--- src/rtl/booth_pkg.sv ---
// -----------------------------------------------------------------------------
// booth_pkg
// Shared definitions for the Booth multiplier scheduler.
//   state_e  : scheduler FSM encoding (IDLE/ISSUE/WAIT/RESP, 2 bits)
//   DEF_*    : default parameter values for requester count, operand width,
//              and watchdog limit
//   prod_w() : product width for a given operand width (2*W, two's complement)
//   idx_w()  : width of a requester index, at least one bit
// -----------------------------------------------------------------------------
package booth_pkg;

   typedef enum logic [1:0] {
      ST_IDLE  = 2'd0,
      ST_ISSUE = 2'd1,
      ST_WAIT  = 2'd2,
      ST_RESP  = 2'd3
   } state_e;

   localparam int DEF_N       = 4;
   localparam int DEF_W       = 4;
   localparam int DEF_TIMEOUT = 32;

   function automatic int prod_w(input int w);
      return 2 * w;
   endfunction

   function automatic int idx_w(input int n);
      return (n > 1) ? $clog2(n) : 1;
   endfunction

endpackage

--- src/rtl/booth_mul_sched_rr_pick.sv ---
// -----------------------------------------------------------------------------
// rr_pick
// Purely combinational round-robin picker. It searches upward from ptr_i,
// wrapping from N-1 to 0, and returns the first set request.
// Ports:
//   req_i  [N]   request vector
//   ptr_i  [IW]  highest-priority index for this search
//   gnt_o  [N]   one-hot grant (all zero when no request)
//   idx_o  [IW]  index of the granted request
//   any_o        at least one request is set
// -----------------------------------------------------------------------------
module rr_pick
   import booth_pkg::*;
#(
   parameter int N  = DEF_N,
   parameter int IW = idx_w(N)
) (
   input  logic [N-1:0]  req_i,
   input  logic [IW-1:0] ptr_i,
   output logic [N-1:0]  gnt_o,
   output logic [IW-1:0] idx_o,
   output logic          any_o
);

   int            pos;
   logic [IW-1:0] pos_idx;
   logic          found;

   // Visit the positions in priority order. The first hit wins, and later
   // hits are masked by the found flag.
   always_comb begin
      gnt_o   = '0;
      idx_o   = '0;
      found   = 1'b0;
      pos     = 0;
      pos_idx = '0;
      for (int k = 0; k < N; k++) begin
         pos = int'(ptr_i) + k;
         if (pos >= N) begin
            pos = pos - N;
         end
         pos_idx = IW'(pos);
         if (!found && req_i[pos_idx]) begin
            found          = 1'b1;
            gnt_o[pos_idx] = 1'b1;
            idx_o          = pos_idx;
         end
      end
   end

   assign any_o = |req_i;

endmodule

--- src/rtl/booth_mul_sched.sv ---
// -----------------------------------------------------------------------------
// booth_mul_sched
// Round-robin scheduler that shares one start/done signed multiplier among N
// requesters. Only one operation is in flight at a time.
// Ports:
//   clk_i, rst_i          clock (rising edge) and asynchronous active-high reset
//   req_valid_i  [N]      requester i has an operand pair
//   req_a_i/req_b_i [N*W] signed operands; requester i occupies [i*W +: W]
//   req_ready_o  [N]      one-hot accept strobe (IDLE only, combinational)
//   resp_valid_o [N]      one-hot one-cycle result strobe to the requester
//   resp_res_o   [2W]     signed product, qualified by resp_valid_o
//   resp_err_o            watchdog abort (resp_res_o is then 0)
//   busy_o                FSM is not in IDLE
//   mul_a_o/mul_b_o [W]   operands to the multiplier, held from ISSUE to WAIT
//   mul_start_o           one-cycle start pulse
//   mul_res_i    [2W]     multiplier product
//   mul_done_i            multiplier completion (pulse or level)
// -----------------------------------------------------------------------------
module booth_mul_sched
   import booth_pkg::*;
#(
   parameter int N       = DEF_N,
   parameter int W       = DEF_W,
   parameter int TIMEOUT = DEF_TIMEOUT
) (
   input  logic                 clk_i,
   input  logic                 rst_i,
   input  logic [N-1:0]         req_valid_i,
   input  logic [N*W-1:0]       req_a_i,
   input  logic [N*W-1:0]       req_b_i,
   output logic [N-1:0]         req_ready_o,
   output logic [N-1:0]         resp_valid_o,
   output logic [prod_w(W)-1:0] resp_res_o,
   output logic                 resp_err_o,
   output logic                 busy_o,
   output logic [W-1:0]         mul_a_o,
   output logic [W-1:0]         mul_b_o,
   output logic                 mul_start_o,
   input  logic [prod_w(W)-1:0] mul_res_i,
   input  logic                 mul_done_i
);

   localparam int              PW      = prod_w(W);
   localparam int              IW      = idx_w(N);
   localparam int              WDW     = $clog2(TIMEOUT + 1);
   localparam logic [WDW-1:0]  WD_LAST = WDW'(TIMEOUT - 1);

   state_e         state_q, state_d;
   logic [IW-1:0]  ptr_q;
   logic [IW-1:0]  gnt_idx_q;
   logic [W-1:0]   a_q, b_q;
   logic [PW-1:0]  res_q;
   logic           err_q;
   logic           done_q;
   logic [WDW-1:0] wdog_q;

   logic [N-1:0]   pick_gnt;
   logic [IW-1:0]  pick_idx;
   logic           pick_any;
   logic           done_edge;
   logic           wd_expired;
   logic [W-1:0]   a_arr [N];
   logic [W-1:0]   b_arr [N];

   // Split the packed operand buses into per-requester lanes.
   for (genvar gi = 0; gi < N; gi++) begin : g_lane
      assign a_arr[gi] = req_a_i[gi*W +: W];
      assign b_arr[gi] = req_b_i[gi*W +: W];
   end

   rr_pick #(
      .N  (N),
      .IW (IW)
   ) u_pick (
      .req_i (req_valid_i),
      .ptr_i (ptr_q),
      .gnt_o (pick_gnt),
      .idx_o (pick_idx),
      .any_o (pick_any)
   );

   // Only a fresh rising edge counts as completion. A done level left high
   // by the previous operation must not finish the current one.
   assign done_edge  = mul_done_i & ~done_q;
   assign wd_expired = (wdog_q == WD_LAST);

   // State register
   always_ff @(posedge clk_i or posedge rst_i) begin
      if (rst_i) begin
         state_q <= ST_IDLE;
      end else begin
         state_q <= state_d;
      end
   end

   // Next-state logic
   always_comb begin
      state_d = state_q;
      case (state_q)
         ST_IDLE:  if (pick_any) state_d = ST_ISSUE;
         ST_ISSUE: state_d = ST_WAIT;
         ST_WAIT:  if (done_edge || wd_expired) state_d = ST_RESP;
         ST_RESP:  state_d = ST_IDLE;
         default:  state_d = ST_IDLE;
      endcase
   end

   // Datapath registers: grant latch, watchdog, result capture, and pointer.
   always_ff @(posedge clk_i or posedge rst_i) begin
      if (rst_i) begin
         ptr_q     <= '0;
         gnt_idx_q <= '0;
         a_q       <= '0;
         b_q       <= '0;
         res_q     <= '0;
         err_q     <= 1'b0;
         done_q    <= 1'b0;
         wdog_q    <= '0;
      end else begin
         // done_q follows mul_done in every state so that an edge that occurs
         // outside WAIT is consumed there.
         done_q <= mul_done_i;
         case (state_q)
            ST_IDLE: begin
               if (pick_any) begin
                  gnt_idx_q <= pick_idx;
                  a_q       <= a_arr[pick_idx];
                  b_q       <= b_arr[pick_idx];
               end
            end
            ST_ISSUE: begin
               wdog_q <= '0;
            end
            ST_WAIT: begin
               // When the edge and the expiry fall in the same cycle, the
               // edge wins because it is tested first.
               if (done_edge) begin
                  res_q <= mul_res_i;
                  err_q <= 1'b0;
               end else if (wd_expired) begin
                  res_q <= '0;
                  err_q <= 1'b1;
               end else begin
                  wdog_q <= wdog_q + WDW'(1);
               end
            end
            ST_RESP: begin
               ptr_q <= (gnt_idx_q == IW'(N - 1)) ? '0 : gnt_idx_q + IW'(1);
            end
            default: ;
         endcase
      end
   end

   // Output decode
   always_comb begin
      req_ready_o  = '0;
      resp_valid_o = '0;
      resp_res_o   = '0;
      resp_err_o   = 1'b0;
      mul_start_o  = 1'b0;
      mul_a_o      = '0;
      mul_b_o      = '0;
      busy_o       = (state_q != ST_IDLE);
      case (state_q)
         // req_ready is combinational from req_valid. It is also masked while
         // reset is asserted, so that all outputs stay at zero during reset.
         ST_IDLE: if (!rst_i) req_ready_o = pick_gnt;
         ST_ISSUE: begin
            mul_start_o = 1'b1;
            mul_a_o     = a_q;
            mul_b_o     = b_q;
         end
         ST_WAIT: begin
            mul_a_o = a_q;
            mul_b_o = b_q;
         end
         ST_RESP: begin
            resp_valid_o[gnt_idx_q] = 1'b1;
            resp_res_o              = res_q;
            resp_err_o              = err_q;
         end
         default: ;
      endcase
   end

endmodule

--- config.mk ---
export PLATFORM = sky130hd
export DESIGN_NAME = booth_mul_sched
export DESIGN_NICKNAME = d
export VERILOG_FILES = /design/src/rtl/booth_pkg.sv /design/src/rtl/booth_mul_sched_rr_pick.sv /design/src/rtl/booth_mul_sched.sv
export SDC_FILE = /design/constraint.sdc
export NUM_CORES = 1
export LEC_CHECK = 0
export CAP_MARGIN = 20
export CORE_AREA = 3 3 65 79
export DETAILED_ROUTE_END_ITERATION = 12
export DIE_AREA = 0 0 68 82
export GPL_TIMING_DRIVEN = 0
export HOLD_SLACK_MARGIN = 0.06
export PLACE_DENSITY_LB_ADDON = 0.12
export SYNTH_ARGS = -nofsm -noshare
export SYNTH_HDL_FRONTEND = slang
export SYNTH_HIERARCHICAL = 1
export SYNTH_SLANG_ARGS = --single-unit
--- constraint.sdc ---
create_clock -name clk_i -period 6.2 [get_ports clk_i]
set_input_delay 0.62 -clock clk_i [delete_from_list [all_inputs] [get_ports clk_i]]
set_output_delay 0.62 -clock clk_i [all_outputs]
set_load 0.02 [all_outputs]
==> results of run 1 <==
-- cells in the mapped netlist, drive strengths merged (5+ instances only) --
library cell  instances  area share [%]
nand2                25             4.4
mux2                 13             7.0
a22oi                 8             2.8
and2                 22             6.4
inv                  11             1.9
dfrtp                30              35
nor2                  9             1.6
mux4                 12              13
o21ai                18             4.2
ha                   14             8.2
and3                  7             2.3
nor2b                 5             1.8
-- per-layer routing --
metal | GRT usage [%] | part of all wire [%] | vias to the layer above
li1 | - | - | 893
met1 | 22.3 | 40 | 863
met2 | 32.1 | 52 | 51
met3 | 7.39 | 6.5 | 8
met4 | 5.37 | 1.7 | 0
met5 | 0 | 0 | -
-- registers in the layout (all words and copies together), names as in the netlist --
register,count
gnt_idx_q,2
ptr_q,2
b_q,4
done_q,1
wdog_q,6
res_q,8
state_q,2
err_q,1
a_q,4
-- placed cells by master, fill, tap and decap left out, types with 3 or more instances in the layout --
cell type and instances:
a22oi_1 8, and2_1 22, and3_1 6, clkbuf_1 4
clkbuf_8 6, clkdlybuf4s50_1 73, dfrtp_1 30, ha_1 14
inv_1 10, mux2_2 12, mux4_2 12, nand2_1 25
nand3_1 4, nor2_1 9, nor2b_1 4, o211ai_1 3
o21ai_0 17
-- how the worst max path moves through the flow --
stage	endpoint	slack, ps	cells past startpoint
after floorplan	a_q[0]	3170	9
after global placement	req_ready_o[3]	2470	7
after detailed placement	req_ready_o[1]	2460	7
after CTS	req_ready_o[2]	2220	9
after global routing	req_ready_o[3]	2010	9
final	req_ready_o[3]	2210	9
-- power groups by stage --
stage	registers [W]	logic (W)	clock network (W)
after floorplan	0.000330	0.000724	0
after global placement	0.000342	0.00100	0
after detailed placement	0.000347	0.00102	0
after CTS	0.000343	0.00102	0.000170
after global routing	0.000356	0.00111	0.000182
final	0.000342	0.00101	0.000167
-- cells by family after synthesis --
| family | after synthesis | share of synthesized area, % |
|---|---|---|
| compound gates | 38 | 12.0 |
| xor+xnor | 2 | 0.817 |
| fa+ha+maj | 14 | 8.17 |
| buf+inv | 18 | 3.62 |
| flops | 30 | 35.0 |
| mux | 27 | 20.5 |
| simple gates | 77 | 19.8 |
-- metrics by stage --
| stage | instance area (um2) | cells | utilization, % |
|---|---|---|---|
| after floorplan | 2140 | 206 | - |
| after global placement | 2950 | 337 | 65.1 |
| after detailed placement | 2980 | 338 | 65.7 |
| after CTS | 3070 | 346 | 67.8 |
| after global routing | 3070 | 346 | 67.8 |
| final | 3070 | 346 | 67.8 |
-- final cells by class --
| type | count | area (um2) | share of cell area (%) |
|---|---|---|---|
| plain buffers | 7 | 36.3 | 1.18 |
| clock buffers | 6 | 82.6 | 2.69 |
| clock inverters | 2 | 12.5 | 0.407 |
| inverters | 11 | 41.3 | 1.34 |
| multi-input cells | 158 | 1320 | 42.9 |
| flip-flops and latches | 30 | 751 | 24.4 |
| well taps | 58 | 72.6 | 2.36 |
| repair buffers | 74 | 758 | 24.7 |
==> reports/metrics.sh, run 1 <==
ANTENNADIODECOUNT=0
PLACEABLECOREAREA_UM2=4530
ANT_NETS=0
REG2REG_TO='b_q[2]'
CTS_HOLD_BUFFERS=0
CPLARGESTDELAYFAMILY='buffers and inverters'
GRT_PASS1_WL_MM=7.98
CLOCK_SKEW_PS=7.63
HOLDPATHSTAGES=1
FINAL-SETUP-VIOL-COUNT=0
CRITICAL-PATH-SLOWEST-CELL='clkdlybuf4s50_1'
DRT-TOTAL-WL_MM=4.79
POST-CTS-SETUP-BUFFERS=0
DIE_HEIGHT_UM=82
CTS_ROOT_BUF='clkbuf_8'
FLOORPLAN.DIE.WIDTH_UM=68
FMAX_MHz=250
WORST_HOLD_STARTPOINT='b_q[1]'
FINAL_CRITICAL_PATH_SETUP_SLACK_PS=2210
RSZ0062_AT_GRT='no'
TOTAL_SWITCHING_POWER_W=0.000622
YS_SEQ_AREA_SHARE_PCT=35.0
GR_OVERFLOW_TOTAL=0
BUFFER_PORTS.INSERTED=73
SYNTH_FP_NETS=267
VDD_IR_DROP_MAX_uV=268
DRIVE_ABOVE_1_SHARE_PCT=14.9
MIN_PERIOD_PS=3990
P_INT_W=0.000897
SYNTH.CELL_AREA_UM2=2140
TOTALPOWERFINAL_W=0.00152
CRITICAL_PATH_PEAK_FANOUT=10
SETUP_TNS_PS=0
CTS_MADE_BUFFERS=5
TIMING.CRITICAL_PATH.TO_TYPE='output port'
CTS-ROOT-TO-SINK-BUFFERS=2
POST_SYNTH_INST_COUNT=206
FINALHOLDWORSTSLACK_PS=497
CRITICAL_PATH.REG2REG.STARTPOINT='ptr_q[0]'
SYN_AREA_PER_CELL_UM2=10.4
HPWLAFTERDP_MM=3.73
GRT_MAX_DEGREE=23
SYNTH-EDFF-COUNT=0
HOLD_PATH_CLASS='reg2reg'
CTS_MAX_LEVEL=2
SLEW_HR_PCT=60.5
COMB_POWER_SHARE_PCT=66.5
START_UTIL_PCT=47.4
AREA_GROWTH_SYN_TO_LAYOUT_PCT=43.2
CLOCK_SINK_COUNT=30
WORSTPATHREQUIRED_PS=5580
PLACEMENTROWS=27
FIN_CRIT_SH_PCT=64.4
REG2REGPATHDEPTH=9
WEIGHTED_CONGESTION_REPORTED_AT_THE_END_OF_ROUTABILITY_DRIVEN_PLACEMENT=0.811
TIMING.CRITICAL_PATH.CELLS='buf_2, inv_1, ha_1, mux4_2, nor4b_4, a22oi_1, o21ai_0, and3_1, clkdlybuf4s50_1'
CTS.REPAIR.RESIZED=0
HOLD_VIOLATIONS=0
DETAILEDROUTE.FIRSTPASSITERATIONCOUNT=4
TIMING_WORST_SETUP_PATH_TYPE='reg2out'
SEQPWRFRAC_PCT=22.5
DESIGN.DIE.AREA_UM2=5580
WORST-ENDPOINT-ARRIVAL_PS=3370
PIN_COUNT=74
CAP_VIOLATIONS=0
GRT.TOTAL_USAGE_PCT=19.1
YOSYS_REGISTER_BITS=30
WORST-R2R-SETUP-SLACK_PS=2710
FIRST_GLOBAL_VIAS=1774
DRC=0
AVGROUTEDWIREPERCELL_UM=13.8
PATH_CLK_SLEW_PS=60
FINALMAXSLEWVIOLATIONS=0
OUTCOME='finished clean'
INITIAL_ANTENNA_VIOLATION_COUNT=0
CTS_TREE='built'
PREVAILING_POST_SYNTH_REGISTER_CELL='dfrtp_1'
FILLER_CELL_COUNT=379
SWITCHING_SHARE_PCT=40.9
SYNTH_ASYNC_SR_FLOP_SHARE_PCT=100
WORSTSETUPSTARTPOINT='ptr_q[0]'
WORST-SLEW-PIN-TRANSITION_PS=592
CPPEAKSTAGEDELAY_PS=600
CRIT_PATH_LAUNCH_TYPE='register'
YS.WARNINGS.COUNT=6
CELLPOWERDENSITY_nW_PER_UM2=495
POWER.CLOCK.FRACTION_PCT=11.0
P_LEAK_nW=1.29
YS_TYPES=37
DRT-INITIAL-DRC-COUNT=88
DESIGN.FINAL.NETS=348
PRE_CTS_WS_PS=2460
WORSTSKEWPAIRLATENCY_PS=280
BUF_INV_ON_CP=3
VIA_COUNT=1815
VIAS_PER_CELL=5.25
MIN_TO='b_q[1]'
Note: power is estimated with default switching activity, not from simulation.
==> inputs of run 2 (changes only) <==
Settings changed: CORE_AREA 3 3 65 79 to 3 3 71 86, DIE_AREA 0 0 68 82 to 0 0 74 89.
Clock period 6.2 ns to 3.53 ns, I/O delays scaled along.
==> run 2 against run 1 <==
Core utilization decreased by 9.9 points. Global-route usage decreased by 3.4 points. Clock power grew 68%. Flip-flop and latch count stayed put. Via count is 0.17% lower. First-iteration DRC count down 65%. Non-clock buffer count grew 1. Clock-buffer cell count increased by 1. Routed wire length increased by 0.63%. Critical endpoint is now req_ready_o[2]. Clock skew decreased by 2.0 ps. Highest routed layer unchanged. Largest power group unchanged.
==> reports/metrics.sh, run 2 (synthesis gave the netlist of run 1 again) <==
GR_OVERFLOW_TOTAL=0
WORSTSETUPSTARTPOINT='ptr_q[0]'
CAP_VIOLATIONS=0
CRITICAL_PATH.REG2REG.STARTPOINT='ptr_q[0]'
CPMOSTUSEDCELL='buf_4'
ANT_NETS=0
TIMING.CRITICAL_PATH.CELLS='buf_4, inv_1, ha_1, mux4_2, nor4b_4, buf_4, a22oi_1, o21ai_0, and3_1, dlygate4sd2_1'
DESIGN.DIE.AREA_UM2=6590
STDCELL_AREA_UM2=3090
GRT.TOTAL_USAGE_PCT=15.7
MIN_PERIOD_PS=3310
WEIGHTED_CONGESTION_REPORTED_AT_THE_END_OF_ROUTABILITY_DRIVEN_PLACEMENT=0.807
PRE_CTS_WS_PS=-76.4
TOTALPOWERFINAL_W=0.00266
CTS_MADE_BUFFERS=5
INITIAL_ANTENNA_VIOLATION_COUNT=0
FLOORPLAN.DIE.WIDTH_UM=74
CRITICAL_PATH_PEAK_FANOUT=10
SWITCHING_SHARE_PCT=40.2
TOP_REGISTER_BY_NUMBER_OF_FLIP_FLOPS='res_q'
CELLPOWERDENSITY_nW_PER_UM2=860
HOLD_VIOLATIONS=0
VDD_IR_DROP_MAX_uV=456
REG2REGPATHDEPTH=10
WORSTSKEWPAIRLATENCY_PS=270
WORSTPATHREQUIRED_PS=3180
TOTAL_SWITCHING_POWER_W=0.00107
OUTCOME='finished clean'
ANTENNADIODECOUNT=0
VIA_COUNT=1812
DETAILEDROUTE.FIRSTPASSITERATIONCOUNT=4
FIRST_GLOBAL_VIAS=1736
FINAL_COMMON_CELL='clkdlybuf4s50_1'
DESIGN.FINAL.NETS=349
P_INT_W=0.00159
TIMING.CRITICAL_PATH.TO_TYPE='output port'
FINALHOLDWORSTSLACK_PS=454
RSZ0062_AT_GRT='no'
DRT-TOTAL-WL_MM=4.82
SETUP_TNS_PS=0
FINALMAXSLEWVIOLATIONS=0
AREA_GROWTH_SYN_TO_LAYOUT_PCT=44.1
FINAL-SETUP-VIOL-COUNT=0
CRIT_PATH_LAUNCH_TYPE='register'
LARGEST_REGISTER_FFS=8
GRT_PASS1_WL_MM=8.04
PLACEMENTROWS=29
PLACEABLECOREAREA_UM2=5330
CTS_MAX_LEVEL=2
DRC=0
CTS_ROOT_BUF='clkbuf_8'
ENDPOINT='req_ready_o[2]'
CTS-ROOT-TO-SINK-BUFFERS=2
DRIVE_ABOVE_1_SHARE_PCT=15.9
WORST-SLEW-PIN-TRANSITION_PS=629
FILLER_CELL_COUNT=486
CTS_HOLD_BUFFERS=0
TIMING_WORST_SETUP_PATH_TYPE='reg2out'
CLOCK_SKEW_PS=5.59
GRT_MAX_DEGREE=22
AVGROUTEDWIREPERCELL_UM=13.7
FINAL_CRITICAL_PATH_SETUP_SLACK_PS=217
HPWLAFTERDP_MM=3.77
CTS_TREE='built'
CPPEAKSTAGEDELAY_PS=460
CLOCK_SINK_COUNT=30
REG2REG_TO='a_q[3]'
LAYOUT_COMMON_CELLS='clkdlybuf4s50_1 (69), dfrtp_1 (29), nand2_1 (25), and2_1 (22), o21ai_0 (17)'
VIAS_PER_CELL=5.16
PATH_CLK_SLEW_PS=60
P_LEAK_nW=1.34
HOLD_PATH_CLASS='in2async'
FMAX_MHz=302
SEQPWRFRAC_PCT=22.8
DETAILED_PLACE.AREA_UM2=2980
FIN_CRIT_SH_PCT=93.9
PIN_COUNT=74
COMB_POWER_SHARE_PCT=66.6
WORST-R2R-SETUP-SLACK_PS=290
DRT-INITIAL-DRC-COUNT=31
WORST-ENDPOINT-ARRIVAL_PS=2960
BUFFER_PORTS.INSERTED=73
START_UTIL_PCT=40.2
LARGESTREGISTERS='res_q (8), wdog_q (6)'
DIE_HEIGHT_UM=89
CRITICAL-PATH-SLOWEST-CELL='dfrtp_2'
POWER.CLOCK.FRACTION_PCT=10.6
SLEW_HR_PCT=57.9
==> run 2: routing by layer <==
metal	vias to the layer above	part of all wire (%)	track usage [%]
li1	896	-	-
met1	868	41	19.0
met2	44	52	27.0
met3	4	5.3	3.37
met4	0	1.6	5.93
met5	-	0	0
==> run 2: power by group through the flow <==
stage / logic, W / registers, W / clock network, W
floorplan: 0.00127 / 0.000580 / 0
global placement: 0.00177 / 0.000604 / 0
detailed placement: 0.00179 / 0.000611 / 0
CTS: 0.00181 / 0.000606 / 0.000292
global route: 0.00197 / 0.000632 / 0.000306
finish: 0.00177 / 0.000605 / 0.000281
==> run 2: worst min-delay path by stage <==
stage                    start  endpoint  slack [ps]  cells past startpoint
floorplan           mul_done_i    done_q         380                      0
global placement         err_q     err_q         480                      2
detailed placement      a_q[0]    a_q[0]         490                      1
CTS                      rst_i  res_q[1]         480                      2
global route            a_q[0]    a_q[0]         510                      1
finish                   rst_i  res_q[1]         450                      2
==> run 2: per-stage QoR <==
step,instances,util (%)
floorplan,206,-
global placement,341,55.4
detailed placement,342,55.9
CTS,352,57.9
global route,351,57.9
finish,351,57.9
==> run 2: cell type report <==
cell class              instances  area [um2]  share of cell area (%)
flip-flops and latches         30         752                    24.3
repair buffers                 76         772                    25.0
clock inverters                 1        5.00                   0.162
plain buffers                   6        37.5                    1.21
multi-input cells             158        1320                    42.7
clock buffers                   7        86.3                    2.79
inverters                      11        41.3                    1.34
well taps                      62        77.6                    2.51
==> run 2: what timing repair did <==
item | 4_1_cts | 5_1_grt
setup endpoints to repair | 12 | 10
pin swaps | 1 | 1
resized for setup | 5 | 3
setup buffers | 2 | 0
endpoints found under the hold margin | 0 | 0
==> run 2: worst max-delay path, delay by kind of cell (launching register included) <==
kind | cells | cell delay (ps)
AOI/OAI and AO/OA | 2 | 140
adders and majority gates | 1 | 360
buffers and inverters | 4 | 800
DFF | 1 | 460
muxes | 1 | 400
and+or+nand+nor | 2 | 520
